<file path="config.mk">
export PLATFORM = sky130hd
export DESIGN_NAME = word_serializer_msb_flat
export DESIGN_NICKNAME = d
export VERILOG_FILES = /design/src/rtl/ser_pkg.sv /design/src/rtl/word_serializer_msb_if.sv /design/src/rtl/word_serializer_msb.sv /design/src/flat_wrapper.sv
export SDC_FILE = /design/constraint.sdc
export NUM_CORES = 1
export LEC_CHECK = 0
export ABC_CLOCK_PERIOD_IN_PS = 2750
export CORE_ASPECT_RATIO = 0.8
export CORE_MARGIN = 2
export CORE_UTILIZATION = 40
export CTS_BUF_LIST = sky130_fd_sc_hd__clkbuf_4 sky130_fd_sc_hd__clkbuf_8
export DETAILED_ROUTE_END_ITERATION = 7
export HOLD_SLACK_MARGIN = 0.03
export PLACE_DENSITY_LB_ADDON = 0.05
export SLEW_MARGIN = 30
export SYNTH_ARGS = -nofsm -noshare
export SYNTH_HDL_FRONTEND = slang
export SYNTH_SLANG_ARGS = --single-unit
</file>
<file path="constraint.sdc">
create_clock -name clk -period 2.75 [get_ports clk]
set_input_delay 0.55 -clock clk [delete_from_list [all_inputs] [get_ports clk]]
set_output_delay 0.55 -clock clk [all_outputs]
set_load 0.1 [all_outputs]
</file>
<file path="src/rtl/ser_pkg.sv">
// Shared types and defaults for the MSB-first word serializer.
package ser_pkg;

  typedef enum logic [0:0] {SER_IDLE, SER_SHIFT} ser_state_e;

  localparam int SER_DEFAULT_WIDTH = 8;

endpackage

</file>
<file path="src/rtl/word_serializer_msb_if.sv">
// Word-in / bit-out bundle between the upstream word source and the serializer.
import ser_pkg::*;

interface word_serializer_msb_if #(
  parameter int WIDTH = SER_DEFAULT_WIDTH,
  parameter int CNT_W = 16
);
  logic             flush_i;
  logic             word_valid_i;
  logic [WIDTH-1:0] word_i;
  logic             word_ready_o;
  logic             bit_o;
  logic             bit_valid_o;
  logic             first_o;
  logic             last_o;
  logic [CNT_W-1:0] word_cnt_o;

  modport slave (
    input  flush_i, word_valid_i, word_i,
    output word_ready_o, bit_o, bit_valid_o, first_o, last_o, word_cnt_o
  );

  modport master (
    output flush_i, word_valid_i, word_i,
    input  word_ready_o, bit_o, bit_valid_o, first_o, last_o, word_cnt_o
  );
endinterface

</file>
<file path="src/rtl/word_serializer_msb.sv">
// Parallel-to-serial front end: WIDTH-bit words out MSB-first, one bit per clk.
// Latency 1 clk from accept to MSB; ready only when idle or on the LSB cycle, so words chain with no gap.
import ser_pkg::*;

module word_serializer_msb #(
  parameter int WIDTH = SER_DEFAULT_WIDTH,
  parameter int CNT_W = 16
) (
  input logic                   clk,
  input logic                   reset,
  word_serializer_msb_if.slave  bus
);

  localparam int IDX_W = $clog2(WIDTH);
  localparam logic [IDX_W-1:0] IDX_LAST = IDX_W'(WIDTH - 1);

  ser_state_e       state;
  ser_state_e       state_nxt;
  logic [WIDTH-1:0] shreg;
  logic [IDX_W-1:0] idx;
  logic [CNT_W-1:0] word_cnt;
  logic             at_last;
  logic             ready;
  logic             accept;

  assign at_last = (state == SER_SHIFT) && (idx == IDX_LAST);

  always_comb begin
    state_nxt        = state;
    ready            = 1'b0;
    accept           = 1'b0;
    bus.bit_o        = 1'b0;
    bus.bit_valid_o  = 1'b0;
    bus.first_o      = 1'b0;
    bus.last_o       = 1'b0;

    // Ready depends only on registered state and flush, never on word_valid_i.
    ready  = !bus.flush_i && ((state == SER_IDLE) || at_last);
    accept = ready && bus.word_valid_i;

    if (state == SER_SHIFT) begin
      bus.bit_o       = shreg[WIDTH-1];
      bus.bit_valid_o = 1'b1;
      bus.first_o     = (idx == '0);
      bus.last_o      = at_last;
    end

    if (bus.flush_i) begin
      state_nxt = SER_IDLE;
    end else if (accept) begin
      state_nxt = SER_SHIFT;
    end else if (at_last) begin
      state_nxt = SER_IDLE;
    end

    bus.word_ready_o = ready;
  end

  assign bus.word_cnt_o = word_cnt;

  always_ff @(posedge clk or posedge reset) begin
    if (reset) begin
      state    <= SER_IDLE;
      shreg    <= '0;
      idx      <= '0;
      word_cnt <= '0;
    end else begin
      state <= state_nxt;
      if (bus.flush_i) begin
        // The word in flight is dropped and never counted.
        shreg <= '0;
        idx   <= '0;
      end else begin
        if (at_last) begin
          word_cnt <= word_cnt + 1'b1;
        end
        if (accept) begin
          shreg <= bus.word_i;
          idx   <= '0;
        end else if (state == SER_SHIFT) begin
          shreg <= shreg << 1;
          idx   <= at_last ? '0 : idx + 1'b1;
        end
      end
    end
  end

endmodule
</file>
<file path="src/flat_wrapper.sv">
// flat-port wrapper written by rule: the top's interface ports become plain ports
module word_serializer_msb_flat 
#(
  parameter int WIDTH = SER_DEFAULT_WIDTH,
  parameter int CNT_W = 16
)
  (clk, reset, bus_flush_i, bus_word_valid_i, bus_word_i, bus_word_ready_o, bus_bit_o, bus_bit_valid_o, bus_first_o, bus_last_o, bus_word_cnt_o);
  word_serializer_msb_if #(.WIDTH(WIDTH), .CNT_W(CNT_W)) bus_i ();
  input logic clk;
  input logic reset;
  input wire logic [$bits(bus_i.flush_i)-1:0] bus_flush_i;
  input wire logic [$bits(bus_i.word_valid_i)-1:0] bus_word_valid_i;
  input wire logic [$bits(bus_i.word_i)-1:0] bus_word_i;
  output wire logic [$bits(bus_i.word_ready_o)-1:0] bus_word_ready_o;
  output wire logic [$bits(bus_i.bit_o)-1:0] bus_bit_o;
  output wire logic [$bits(bus_i.bit_valid_o)-1:0] bus_bit_valid_o;
  output wire logic [$bits(bus_i.first_o)-1:0] bus_first_o;
  output wire logic [$bits(bus_i.last_o)-1:0] bus_last_o;
  output wire logic [$bits(bus_i.word_cnt_o)-1:0] bus_word_cnt_o;
  assign bus_i.flush_i = bus_flush_i;
  assign bus_i.word_valid_i = bus_word_valid_i;
  assign bus_i.word_i = bus_word_i;
  assign bus_word_ready_o = bus_i.word_ready_o;
  assign bus_bit_o = bus_i.bit_o;
  assign bus_bit_valid_o = bus_i.bit_valid_o;
  assign bus_first_o = bus_i.first_o;
  assign bus_last_o = bus_i.last_o;
  assign bus_word_cnt_o = bus_i.word_cnt_o;
  word_serializer_msb #(.WIDTH(WIDTH), .CNT_W(CNT_W)) u_core (.clk(clk), .reset(reset), .bus(bus_i));
endmodule
</file>
==> results.md <==
* Status: finished, final reports clean
* WHS Path Cells at 1
* CP most frequent cell: ha_1
* RePlAce Congestion at between 0.7 and 0.8
* Setup TNS at 0 ns
* Overall Global Routing Usage at 0.157
* Fin crit share at 0.828
* Cell area after synthesis at 0.00139 mm2
* WL met2 at 1170 um
* Multi-input gate area at ~670 um2
* Clock root buffer: clkbuf_8
* Crit-path max FO at 7
* R2R cell count at 6
* Highest Clock Rate at around 440 MHz
* Rows at 19
* CTS clock-pin slew for the worst setup and hold paths at approximately 0.09 ns
* Initial DRC count at 39
* DR pass1 iterations at 3
* R2r endpoint: u_core.shreg[4]$_DFFE_PP0P_
* Worst vdd ir at between 0.0002 and 0.00025 V
* Syn-to-layout area delta at 27.9%
* Initial antenna violation count at 0
* Dpl hpwl at between 2000 and 2500 um
* # Post-CTS Setup Buffers at 0
* Initial core utilization at 0.413
* DR WL/cell at approximately 13 um
* Top delay family on crit path: adder cells
* CP Capture Type: output pin
* Netlist cell types at 28
* Vias in the first global route at around 1000
* WHS Endpoint: u_core.bus.word_cnt_o[15]$_DFFE_PP0P_
* Worst path max stage delay at 0.42 ns
* RSZ-0062 raised after global routing: false
* FF+latch count, synth at 28
* Reg2Reg Setup Slack at 0.83 ns
* Leading cell types in the layout, fill and taps excluded: dfrtp_1, buf_4, nor2_1
* Clock sink count at 28
* Asr flop ratio synth at 1.00
* Number of synthesized flops with an enable pin at 0
* DR vias/cell at between 4 and 5
* Latest clock arrival within the worst-skew pair at 0.27 ns
* Setup violations, final at 0
* CP bufs+invs at 1
* Fillers at 321
* DRC errors left at 0
* Top FF cell, synth: dfrtp_1
* Worst setup SP type: register
* HP Start: u_core.bus.word_cnt_o[15]$_DFFE_PP0P_
* Core footprint at 0.00338 mm2
* Uppermost routed layer: met4
* Global-route wire length before repair at roughly 4900 um
* Number of max-cap violations at 0
* Synthesis warning total at 0
* Storage cell area at between 700 and 800 um2
* Routed WL at between 2000 and 3000 um
* Crit Path Category: register to output pin
* Synthesized area per cell at around 11 um2
* CTS H-tree lvls at 1
* Share of cells above drive strength 1 at 0.215
* Tightest Pin Transition at about 0.40 ns
* Design Area, Final at 0.00178 mm2
* Routed wl met3 at ~120 um
* Resize count post-CTS at 0
* Final Hold Fails at 0
* Final Max Slew Viols at 0
* DRT met1 WL at around 1300 um
* Worst hold path class: register to register
* Pwr Density at around 420 mW/mm2
* Grt total ovfl at 0
* Seq/Total Area, Yosys at 0.503
* Via Count at about 1000
* TritonCTS Buffers at 3
* Final net count at roughly 180
* Crit path cell chain: ha_1 > ha_1 > nor2b_1 > nor2_4 > buf_12
* Minimum clock period at 2.28 ns
* Io pins at 33
* Clock skew at about 0.0037 ns
* Detail Route Antenna Nets at 0
* Cells after synthesis at roughly 130
* Critical path arrival at about 1.7 ns
* Commonest non-fill, non-tap cell in the layout: dfrtp_1
* Syn nets at between 100 and 150
* LEAKAGE at between 0.8 and 0.9 nW
* Worst Setup SP: u_core.idx[0]$_DFFE_PP0P_
* PortBufs at 32
* Chip height at ~57 um
* Die width at ~70 um
* Largest net degree at the start of global routing at 29
* CTS tree: done
* N_diodes at 0
* Slew headroom at 0.731
* Slowest-stage cell, CP: dfrtp_1
* Die area at between 0.003 and 0.004 mm2
* Placed inst area at between 0.0015 and 0.002 mm2
* Worst R2R Start: u_core.idx[0]$_DFFE_PP0P_
* Hold Buf Count CTS at 0
* Worst Path Required at about 2.2 ns
* Max Root-Sink Buffers at 2
## flip-flops by register name, indices dropped and copies added (netlist names)
name                   cells
u_core.bus.word_cnt_o     16
u_core.shreg               8
u_core.idx                 3
u_core.state               1
## cell usage after synthesis, types with 3 or more instances
master   instances  share of area
mux2_1           7          0.057
xor2_1           8          0.050
dfrtp_1         28           0.50
nor2_1          22          0.059
xnor2_1          7          0.044
and2_1           3          0.013
nand4_1          3          0.013
nand2_1         11          0.030
nand3_1          4          0.014
ha_1             4          0.036
mux2i_1          9          0.065
inv_1            4          0.011
## metal layers
layer  vias to the layer above  global-route usage
met5                         -                   0
li1                        502                   -
met1                       475               0.216
met4                         0              0.0412
met2                        21               0.241
met3                         4              0.0485
## how the worst max path moves through the flow
stage / endpoint / depth (start not counted)
2_1_floorplan: u_core.bus.word_cnt_o[1]$_DFFE_PP0P_ / 4
3_3_place_gp: bus_word_ready_o / 4
3_5_place_dp: bus_word_ready_o / 4
4_1_cts: bus_word_ready_o / 5
5_1_grt: bus_word_ready_o / 5
6_report: bus_word_ready_o / 5
## worst register-to-register path, stage by stage (launching register included)
cell	delay, ns
dfrtp_1	0.42
ha_1	0.21
ha_1	0.27
nor2b_1	0.31
nor2_4	0.08
nand2_2	0.17
mux2_2	0.35
## through the flow
stage / utilization / setup slack (ns) / total power, mW / hold WS, ns / std cells
4_1_cts: 0.528 / 0.452 / 0.771 / 0.485 / 205
6_report: 0.528 / 0.473 / 0.754 / 0.480 / 205
3_3_place_gp: 0.516 / 0.638 / 0.548 / 0.467 / 202
5_1_grt: 0.528 / 0.348 / 0.801 / 0.506 / 205
3_5_place_dp: 0.516 / 0.612 / 0.550 / 0.464 / 202
2_1_floorplan: - / 0.0161 / 0.512 / 0.505 / 129
## where the power goes
group          switching (mW)  total, mW  internal (mW)  leakage [nW]
Clock                   0.116      0.214         0.0982        0.0216
Sequential            0.00883      0.431          0.423         0.384
Combinational          0.0640      0.108         0.0442         0.490
Total                   0.189      0.754          0.565         0.895
## cell families (layout without fill, tap and decap cells)
family | count (synthesis) | in the layout | synth area share
adder cells (fa/ha/maj) | 4 | 4 | 0.0359
AO/OA/AOI/OAI | 3 | 3 | 0.0144
XOR/XNOR | 15 | 15 | 0.0943
flip-flops | 28 | 28 | 0.503
multiplexers | 17 | 17 | 0.129
AND/OR/NAND/NOR | 54 | 54 | 0.198
buffers and inverters | 8 | 42 | 0.0251
## cell type report
cell class                      instances  share of cell area
Clock buffer                            3              0.0232
Multi-Input combinational cell         93               0.376
Timing Repair Buffer                   35               0.170
Tap cell                               42              0.0295
Inverter                                4             0.00842
Sequential cell                        28               0.393
Power figures use the tool's default switching activity.
